`src/rtl/txt_pkg.sv`:
```
// Shared types and constants for the text column sequencer and its glyph buffer.
package txt_pkg;

  localparam int              CODE_W     = 6;
  localparam logic [CODE_W-1:0] BLANK_CODE = 6'h00;
  localparam int              GLYPH_W    = 8;
  localparam int              GLYPH_H    = 8;

  typedef enum logic [1:0] {
    IDLE,
    WAIT_SLOT,
    DRAW,
    ADVANCE
  } seq_state_t;

endpackage

```
`src/rtl/glyph_string_buf.sv`:
```
// String buffer: MAX_CHARS glyph codes, synchronous write, combinational read.
module glyph_string_buf
  import txt_pkg::*;
#(
  parameter int MAX_CHARS = 16
) (
  input  logic                         pixclk,
  input  logic                         rst_n,
  input  logic                         wr_en,
  input  logic [$clog2(MAX_CHARS)-1:0] wr_addr,
  input  logic [CODE_W-1:0]            wr_data,
  input  logic [$clog2(MAX_CHARS)-1:0] rd_addr,
  output logic [CODE_W-1:0]            rd_data
);

  logic [CODE_W-1:0] mem [MAX_CHARS];

  // NOTE: this array is built from flops, not a RAM macro, so it can and must
  // be cleared by reset; a RAM-inferred buffer could not be reset this way.
  always_ff @(posedge pixclk or negedge rst_n) begin
    if (!rst_n) begin
      for (int i = 0; i < MAX_CHARS; i++) mem[i] <= BLANK_CODE;
    end else if (wr_en) begin
      mem[wr_addr] <= wr_data;
    end
  end

  // A same-cycle write to rd_addr is only visible from the next cycle.
  assign rd_data = mem[rd_addr];

endmodule

```
`src/rtl/text_column_sequencer.sv`:
```
// Issues one drCh/chr request per buffered glyph per frame, stacking glyphs
// in a column and waiting for the renderer's charDone between requests.
module text_column_sequencer
  import txt_pkg::*;
#(
  parameter int         MAX_CHARS = 16,
  parameter logic [9:0] ORIGIN_X  = 10'd64,
  parameter logic [9:0] ORIGIN_Y  = 10'd32,
  parameter logic [9:0] ROW_PITCH = 10'd10
) (
  input  logic                         pixclk,
  input  logic                         rst_n,
  input  logic [9:0]                   CounterX,
  input  logic [9:0]                   CounterY,
  input  logic                         enable,
  input  logic [$clog2(MAX_CHARS):0]   str_len,
  input  logic                         wr_en,
  input  logic [$clog2(MAX_CHARS)-1:0] wr_addr,
  input  logic [CODE_W-1:0]            wr_data,
  input  logic                         charDone,
  input  logic                         err_clr,
  output logic                         drCh,
  output logic [CODE_W-1:0]            chr,
  output logic                         busy,
  output logic                         frame_done,
  output logic                         err_timeout
);

  localparam int AW = $clog2(MAX_CHARS);
  localparam int LW = AW + 1;

  seq_state_t        state;
  logic [AW-1:0]     idx;
  logic [LW-1:0]     len_q;
  logic [9:0]        slot_y;
  logic              charDone_q;
  logic [CODE_W-1:0] rd_data;

  logic              frame_start;
  logic              done_edge;
  logic              issue_now;
  logic              last_slot;
  logic [LW-1:0]     len_new;
  logic [10:0]       next_y;

  glyph_string_buf #(
    .MAX_CHARS(MAX_CHARS)
  ) u_buf (
    .pixclk (pixclk),
    .rst_n  (rst_n),
    .wr_en  (wr_en),
    .wr_addr(wr_addr),
    .wr_data(wr_data),
    .rd_addr(idx),
    .rd_data(rd_data)
  );

  always_comb begin
    frame_start = (CounterX == 10'd0) && (CounterY == 10'd0);
    len_new     = (str_len > LW'(MAX_CHARS)) ? LW'(MAX_CHARS) : str_len;
    done_edge   = charDone & ~charDone_q;
    // 11-bit sum: bit 10 flags a column that runs off the bottom of the raster.
    next_y      = {1'b0, slot_y} + {1'b0, ROW_PITCH};
    // Registering one pixel early puts drCh high exactly at CounterX==ORIGIN_X.
    issue_now   = (CounterX == ORIGIN_X - 10'd1) && (CounterY == slot_y);
    last_slot   = ({1'b0, idx} == len_q - LW'(1)) || next_y[10];
  end

  always_ff @(posedge pixclk or negedge rst_n) begin
    if (!rst_n) begin
      state       <= IDLE;
      idx         <= '0;
      len_q       <= '0;
      slot_y      <= '0;
      charDone_q  <= 1'b0;
      drCh        <= 1'b0;
      chr         <= BLANK_CODE;
      busy        <= 1'b0;
      frame_done  <= 1'b0;
      err_timeout <= 1'b0;
    end else begin
      charDone_q <= charDone;
      // NOTE: strobes default low here and are overridden further down; with
      // non-blocking assignments the last write in the block wins, which is
      // also how a timeout set beats a same-cycle err_clr.
      drCh       <= 1'b0;
      frame_done <= 1'b0;
      if (err_clr) err_timeout <= 1'b0;

      if (frame_start) begin
        // A frame start always restarts the string, aborting any draw in flight.
        len_q  <= len_new;
        idx    <= '0;
        slot_y <= ORIGIN_Y;
        if (enable && (len_new != '0)) begin
          busy  <= 1'b1;
          state <= WAIT_SLOT;
        end else begin
          busy       <= 1'b0;
          frame_done <= enable;
          state      <= IDLE;
        end
      end else begin
        unique case (state)
          IDLE: state <= IDLE;
          WAIT_SLOT: begin
            if (rd_data == BLANK_CODE) begin
              state <= ADVANCE;
            end else if (issue_now) begin
              drCh  <= 1'b1;
              chr   <= rd_data;
              state <= DRAW;
            end
          end
          DRAW: begin
            if (done_edge) begin
              state <= ADVANCE;
            end else if (!next_y[10] && (CounterY == next_y[9:0])) begin
              err_timeout <= 1'b1;
              state       <= ADVANCE;
            end
          end
          ADVANCE: begin
            idx    <= idx + AW'(1);
            slot_y <= next_y[9:0];
            if (last_slot) begin
              busy       <= 1'b0;
              frame_done <= 1'b1;
              state      <= IDLE;
            end else begin
              state <= WAIT_SLOT;
            end
          end
          default: state <= IDLE;
        endcase
      end
    end
  end

endmodule

```
`config.mk`:
```
export PLATFORM = sky130hd
export DESIGN_NAME = text_column_sequencer
export DESIGN_NICKNAME = d
export VERILOG_FILES = /design/src/rtl/txt_pkg.sv /design/src/rtl/glyph_string_buf.sv /design/src/rtl/text_column_sequencer.sv
export SDC_FILE = /design/constraint.sdc
export NUM_CORES = 1
export LEC_CHECK = 0
export ABC_AREA = 1
export BUFFER_PORTS_ARGS = -buffer_cell sky130_fd_sc_hd__buf_2
export CORE_UTILIZATION = 55
export DETAILED_ROUTE_END_ITERATION = 7
export PLACE_DENSITY = 0.74
export RECOVER_POWER = 25
export SETUP_SLACK_MARGIN = 0.1
export SYNTH_ARGS = -nofsm -noshare
export SYNTH_HDL_FRONTEND = slang
export SYNTH_SLANG_ARGS = --single-unit
```
`constraint.sdc`:
```
create_clock -name pixclk -period 2.3 [get_ports pixclk]
set_input_delay 0.345 -clock pixclk [delete_from_list [all_inputs] [get_ports pixclk]]
set_output_delay 0.345 -clock pixclk [all_outputs]
set_load 0.05 [all_outputs]
```
* Yosys cells after proc, flatten, opt, wreduce, memory -nomap -nowiden
Cells that the tools add are included.
** Cells by class
- Reductions and logical operators :: 17
- Shift-type cells :: 0
- Order comparisons :: 4
- Bitwise logic cells :: 6
- Multipliers :: 0
- Div/mod/pow operators :: 0
- Multiplexer cells :: 36
- Add/subtract/negate cells :: 3
- Eq/ne operators :: 9
** Operators by type and width (number)
- bitwise mux 96 bit :: 1
- binary-select mux 6 bit (select 4 bit) :: 1
- demux 6 bit (select 4 bit) :: 1
- == test 10 bit :: 2
- logical NOT 10 bit :: 2
- 2-to-1 mux 10 bit :: 2
- 2-to-1 mux 1 bit :: 19
- 2-to-1 mux 6 bit :: 3
- adder 10 x 4 -> 11 bit, second input constant :: 1
- == test 10 x 6 -> 1 bit, second input constant :: 1
- >= comparator 5 bit, second input constant :: 2
- 2-to-1 mux 2 bit :: 5
- NOT 4 -> 5 bit :: 2
- 2-to-1 mux 4 bit :: 2
- inequality test 4 bit, second input constant :: 2
- case mux 2 bit (4 select lines) :: 1
- logical NOT 6 bit :: 1
- == test 4 x 5 -> 1 bit :: 1
- greater-than comparator 5 bit, second input constant :: 1
- logical AND 1 bit :: 5
- less-than comparator 5 x 1 -> 1 bit, second input constant :: 1
- 2-to-1 mux 5 bit :: 1
- nonzero test 5 bit :: 1
- subtractor 5 x 1 -> 5 bit, second input constant :: 1
- 11 further kinds :: 16
** Storage, ports and cells
- Memory bits (read-only) :: 0
- Bits in writable memories :: 0
- Memories :: 0
- Bits in registers :: 128
- Bits in latches :: 0
- Input bits :: 41

* Logic depth before layout (Yosys ltp)
- Word-level depth :: 8
- Depth in mapped cells :: 17
- Gate-level depth less buffers :: 15

* Cells and area by module
A second synthesis with hierarchy kept.
** Second synthesis, totals
- Cells, all modules :: 973
- Area total of the unflattened synthesis :: 6959.2 sq um
** Modules (own cells, without submodules)
- glyph_string_buf :: area each 4800.9 sq um, cells an instance 649, instances 1, seq. area each 2402.3 sq um
- text_column_sequencer :: area each 2158.3 sq um, cells an instance 324, instances 1, seq. area each 775.7 sq um

* Worst setup path before layout
No wires, ideal clock.
- Path kind :: register to register
- Start point :: register slot_y[1]
- End point :: register state[1]
- Stages on the path, launching flop included :: 13
- Arrival :: 1600 ps
- Clock period less this slack :: 1720 ps
- Setup time :: 121 ps
- Path slack :: 580 ps
- Path through :: dfrtp_1 > ha_1 > inv_1 > a21oi_1 > o211ai_1 > nor3b_1 > nand3_1 > nor2_1 > nand2_1 > nand2_1 > nand2_2 > nand2_1 > o21ai_1
** On the way
- Longest elaborated chain between the ends :: 5
- Elaborated cells on any way between the ends :: 9
** Ends and longest elaborated chain
- start: declaration :: RTL line text_column_sequencer.sv:35 : logic [9:0] slot_y;
- start signal: assignment :: RTL line text_column_sequencer.sv:125 : slot_y <= next_y[9:0];
- adder 10 x 4 -> 11 bit :: RTL line text_column_sequencer.sv:63 : next_y = {1'b0, slot_y} + {1'b0, ROW_PITCH};
- == test 10 bit or logical NOT 1 bit (tied branches) :: RTL line text_column_sequencer.sv:118 : end else if (!next_y[10] && (CounterY == next_y[9:0])) begin
- logical AND 1 bit :: RTL line text_column_sequencer.sv:118
- inequality test 4 bit (no source line)
- AND reduction 2 bit (no source line) *
- end signal: assignment :: RTL line text_column_sequencer.sv:117 : state <= ADVANCE;
- end signal: assignment :: RTL line text_column_sequencer.sv:120 : state <= ADVANCE;
- end signal: assignment :: RTL line text_column_sequencer.sv:129 : state <= IDLE;
- end: declaration :: RTL line text_column_sequencer.sv:32 : seq_state_t state;
Every way passes the cells marked *; elsewhere a longest branch is shown, timed or not.
A chain may end at the register's enable or synchronous reset.

* Final worst setup path
- Start point :: register idx[0]
- End point :: register chr[4]
** On the way
- Longest elaborated chain between the ends :: 7
** Ends and longest elaborated chain
- start: declaration :: RTL line text_column_sequencer.sv:33 : logic [AW-1:0] idx;
- start signal: assignment :: RTL line text_column_sequencer.sv:124 : idx <= idx + AW'(1);
- NOT 4 -> 5 bit (not written as such) * :: RTL line glyph_string_buf.sv:29 : assign rd_data = mem[rd_addr];
- binary-select mux 6 bit (select 4 bit) * :: RTL line glyph_string_buf.sv:29
- 2-to-1 mux 6 bit (not written as such) * (2 in a row) :: RTL line glyph_string_buf.sv:29
- logical NOT 6 bit :: RTL line text_column_sequencer.sv:107 : if (rd_data == BLANK_CODE) begin
- NOT 1 bit (no source line)
- AND reduction 4 bit (no source line)
- end signal: assignment :: RTL line text_column_sequencer.sv:111 : chr <= rd_data;
- end: declaration :: RTL line text_column_sequencer.sv:23 : output logic [CODE_W-1:0] chr,
Every way passes the cells marked *; elsewhere a longest branch is shown, timed or not. The select of a mux whose other input is x is not followed.

==> summary.md <==
| Metric | Value |
|---|---|
| Pint | `4.54 mW` |
| Min-delay src | `charDone` |
| Final hold violation count | `0` |
| Core area | `11500 um^2` |
| # Post-CTS Setup Buffers | `0` |
| N_diodes | `0` |
| Top post-synthesis cells by area | `dfrtp_1 48%, nand2_1 15%, o21ai_0 8.4%` |
| Commonest non-fill, non-tap cell in the layout | `nand2_1` |
| Post-Syn Area | `6580 um^2` |
| Post-DP HPWL | `between 10000 and 15000 um` |
| Vias in the first global route | `5540` |
| CTS tree | `yes` |
| CTS root buf | `clkbuf_16` |
| Critical Path RT | `approximately 2.6 ns` |
| Seq/Total Area, Yosys | `0.483` |
| Overflow after GRT | `0` |
| Post-synth EDFFs | `0` |
| # setup viols final | `0` |
| Slew margin rel. | `0.383` |
| Distinct cells, synth | `32` |
| CP endpoint kind | `register` |
| Most frequent cells in the layout | `255 x nand2_1, 126 x dfrtp_1, 110 x o21ai_0, 91 x inv_1, 76 x nand3_1` |
| Synthesis-to-layout area growth | `14.5%` |
| Synthesized Nets | `around 900` |
| Worst Path Max Fanout | `60` |
| Violated checks | `DRC` |
| Drt drc | `8` |
| Status | `complete, but fails checks` |
| Die ar. | `12400 um^2` |
| Cells after Synth | `855` |
| Mean Syn Cell Area | `a little under 8 um^2` |
| Setup tns final | `0 ns` |
| Worst Path Class, Setup | `register to register` |
| RSZ-0062 raised after global routing | `false` |
| Switching share of total power | `0.260` |
| # rows | `39` |
| GRT Total Usage | `0.286` |
| Number of port buffers | `50` |
| Fin crit share | `0.867` |
| H-tree depth | `4` |
| Max Fclk | `502 MHz` |
| FF+latch count, synth | `127` |
| Post-synth top area share | `0.483` |
| Final ANT Viol Nets | `0` |
| Yosys warning count | `0` |
| Num CTS Buffers | `17` |
| Final instance area | `7530 um^2` |
| First-pass GRT wire length | `27200 um` |
| Nets | `942` |
| CTS Buffer Depth | `2` |
| Sw Pwr | `roughly 1.6 mW` |
| Asr flop ratio synth | `1.00` |
| Comb pwr share | `0.130` |
| CTS clk-pin slew, worst paths | `0.05 ns` |
| Vias per inst | `between 5 and 6` |
| Initial antenna violation count | `0` |
| Pwr Total | `6.14 mW` |
| Max Cap Viol | `0` |
| Power density over cell area | `814 nW/um^2` |
| Fillers | `around 940` |
| Worst slew pin tran | `0.926 ns` |
| Startpoint Class | `register` |
| Area leader, netlist | `dfrtp_1` |
| DR pass1 iterations | `8` |
| Non-Filler Instances | `1049` |
| First DRT Iteration DRCs | `600` |
| IO Pins | `51` |
| Crit Reg-Reg Startpoint | `idx[0]` |
| Area after DPL | `6970 um^2` |
| Worst skew pair latency | `0.42 ns` |
| Largest net degree at the start of global routing | `61` |
| Count of pins over their slew limit | `0` |
| Horiz. Die Dim | `111 um` |
| Worst hold path class | `input port to register` |
| Crit path DAT | `2.30 ns` |
| Leakage | `3.73 nW` |
| Initial Util | `0.571` |
| Clock Power Share | `0.418` |
| Routed WL | `roughly 16000 um` |
| Sequential cell fraction of total power | `0.453` |
| Final min period | `approximately 2.0 ns` |
| RePlAce Congestion | `around 0.9` |
| Chip height | `111 um` |
| DP Cell Count | `1017` |
| CTS Sinks | `127` |
| Crit path launch | `idx[0]` |
| Routed WL per cell | `15.7 um` |
| Final Skew | `0.00635 ns` |
| Peak VDD IR | `0.000601 V` |
| Synth Flop Type | `dfrtp_1` |
| Share of cells above drive strength 1 | `0.119` |
| Vias | `5763` |
sequential cells by signal, summed over array words and instances (netlist names):
register     cells
u_buf.mem       96
slot_y           9
chr              6
len_q            5
idx              4
state            2
busy             1
charDone_q       1
drCh             1
err_timeout      1
frame_done       1
cell families (layout without fill, tap and decap cells):
kind of cell / Yosys count / count (layout) / synth area share
compound gates: 142 / 142 / 0.115
xor+xnor: 25 / 25 / 0.0333
fa+ha+maj: 7 / 7 / 0.0133
buf+inv: 139 / 190 / 0.0873
flops: 127 / 127 / 0.483
simple gates: 415 / 415 / 0.268
synthesized netlist by cell type (2+ instances only):
cell and instances:
buf_6 4, nand3_2 4, inv_2 2, nand2_1 255, nor2_2 2, o211ai_2 2
and3_1 2, xnor2_1 9, nor3b_1 2, o21ai_0 110, nand3_1 76, o21ai_1 7
nor2_1 45, a21oi_1 12, nor3_1 9, or2_0 3, inv_1 91, o21a_1 2
nand2_2 2, clkbuf_1 25, xor2_1 16, nor2_4 2, ha_1 7, buf_2 15
nor4_1 6, or2_2 4, o211ai_1 8, nand4_1 3, dfrtp_1 127
layer usage:
| layer | GRT usage | part of all wire | vias to the layer above | wire [um] |
|---|---|---|---|---|
| met5 | 0 | 0 | - | 0 |
| met4 | 0.129 | 0.022 | 0 | 365 |
| met3 | 0.0719 | 0.068 | 26 | 1120 |
| met2 | 0.439 | 0.45 | 197 | 7490 |
| met1 | 0.385 | 0.46 | 2729 | 7510 |
| li1 | - | - | 2811 | - |
worst paths after layout:
kind / to / slack (ns) / cells past startpoint
min: charDone_q / 0.05 / 1
max reg2reg: chr[4] / 0.31 / 12
min in group asynchronous: u_buf.mem[78] / 0.60 / 2
min reg2reg: busy / 0.48 / 2
max: chr[4] / 0.31 / 12
max in group asynchronous: slot_y[2] / 0.47 / 3
power groups by stage:
| stage | registers [mW] | logic (mW) | clock network (mW) |
|---|---|---|---|
| after floorplan | 2.75 | 0.546 | 0 |
| after global placement | 2.79 | 0.761 | 0 |
| after detailed placement | 2.80 | 0.798 | 0 |
| after CTS | 2.77 | 0.807 | 2.59 |
| after global routing | 2.81 | 0.934 | 2.68 |
| final | 2.78 | 0.797 | 2.56 |
timing repair:
item / in CTS / in global routing
hold endpoints to repair: 34 / 0
resized for setup: 0 / 4
setup endpoints to repair: 0 / 6
hold buffers: 1 / 0
metrics by stage:
stage	utilization	setup slack, ns	hold slack (ns)
2_1_floorplan	-	0.580	0.0494
3_3_place_gp	0.605	0.330	0.339
3_5_place_dp	0.605	0.258	0.348
4_1_cts	0.656	0.255	0.0363
5_1_grt	0.654	0.122	0.0524
6_report	0.654	0.306	0.0538
critical path: stages (launching register included):
cell,delay (ns)
dfrtp_2,0.47
buf_12,0.21
or2_0,0.24
nand3_1,0.07
nand3_1,0.12
nand3_1,0.12
nand2_1,0.09
nor2_2,0.13
nand3_2,0.13
nand3_2,0.10
nor2_4,0.06
nand2_1,0.08
nand2_1,0.05
area by class of cell:
class | count | area [um^2] | area share
Timing Repair Buffer | 65 | 417 | 0.0553
Sequential cell | 127 | 3180 | 0.422
Clock inverter | 5 | 52.6 | 0.00697
Clock buffer | 26 | 519 | 0.0689
Inverter | 94 | 355 | 0.0472
Multi-Input combinational cell | 589 | 2830 | 0.376
Tap cell | 143 | 179 | 0.0237
Power figures use the tool's default switching activity.
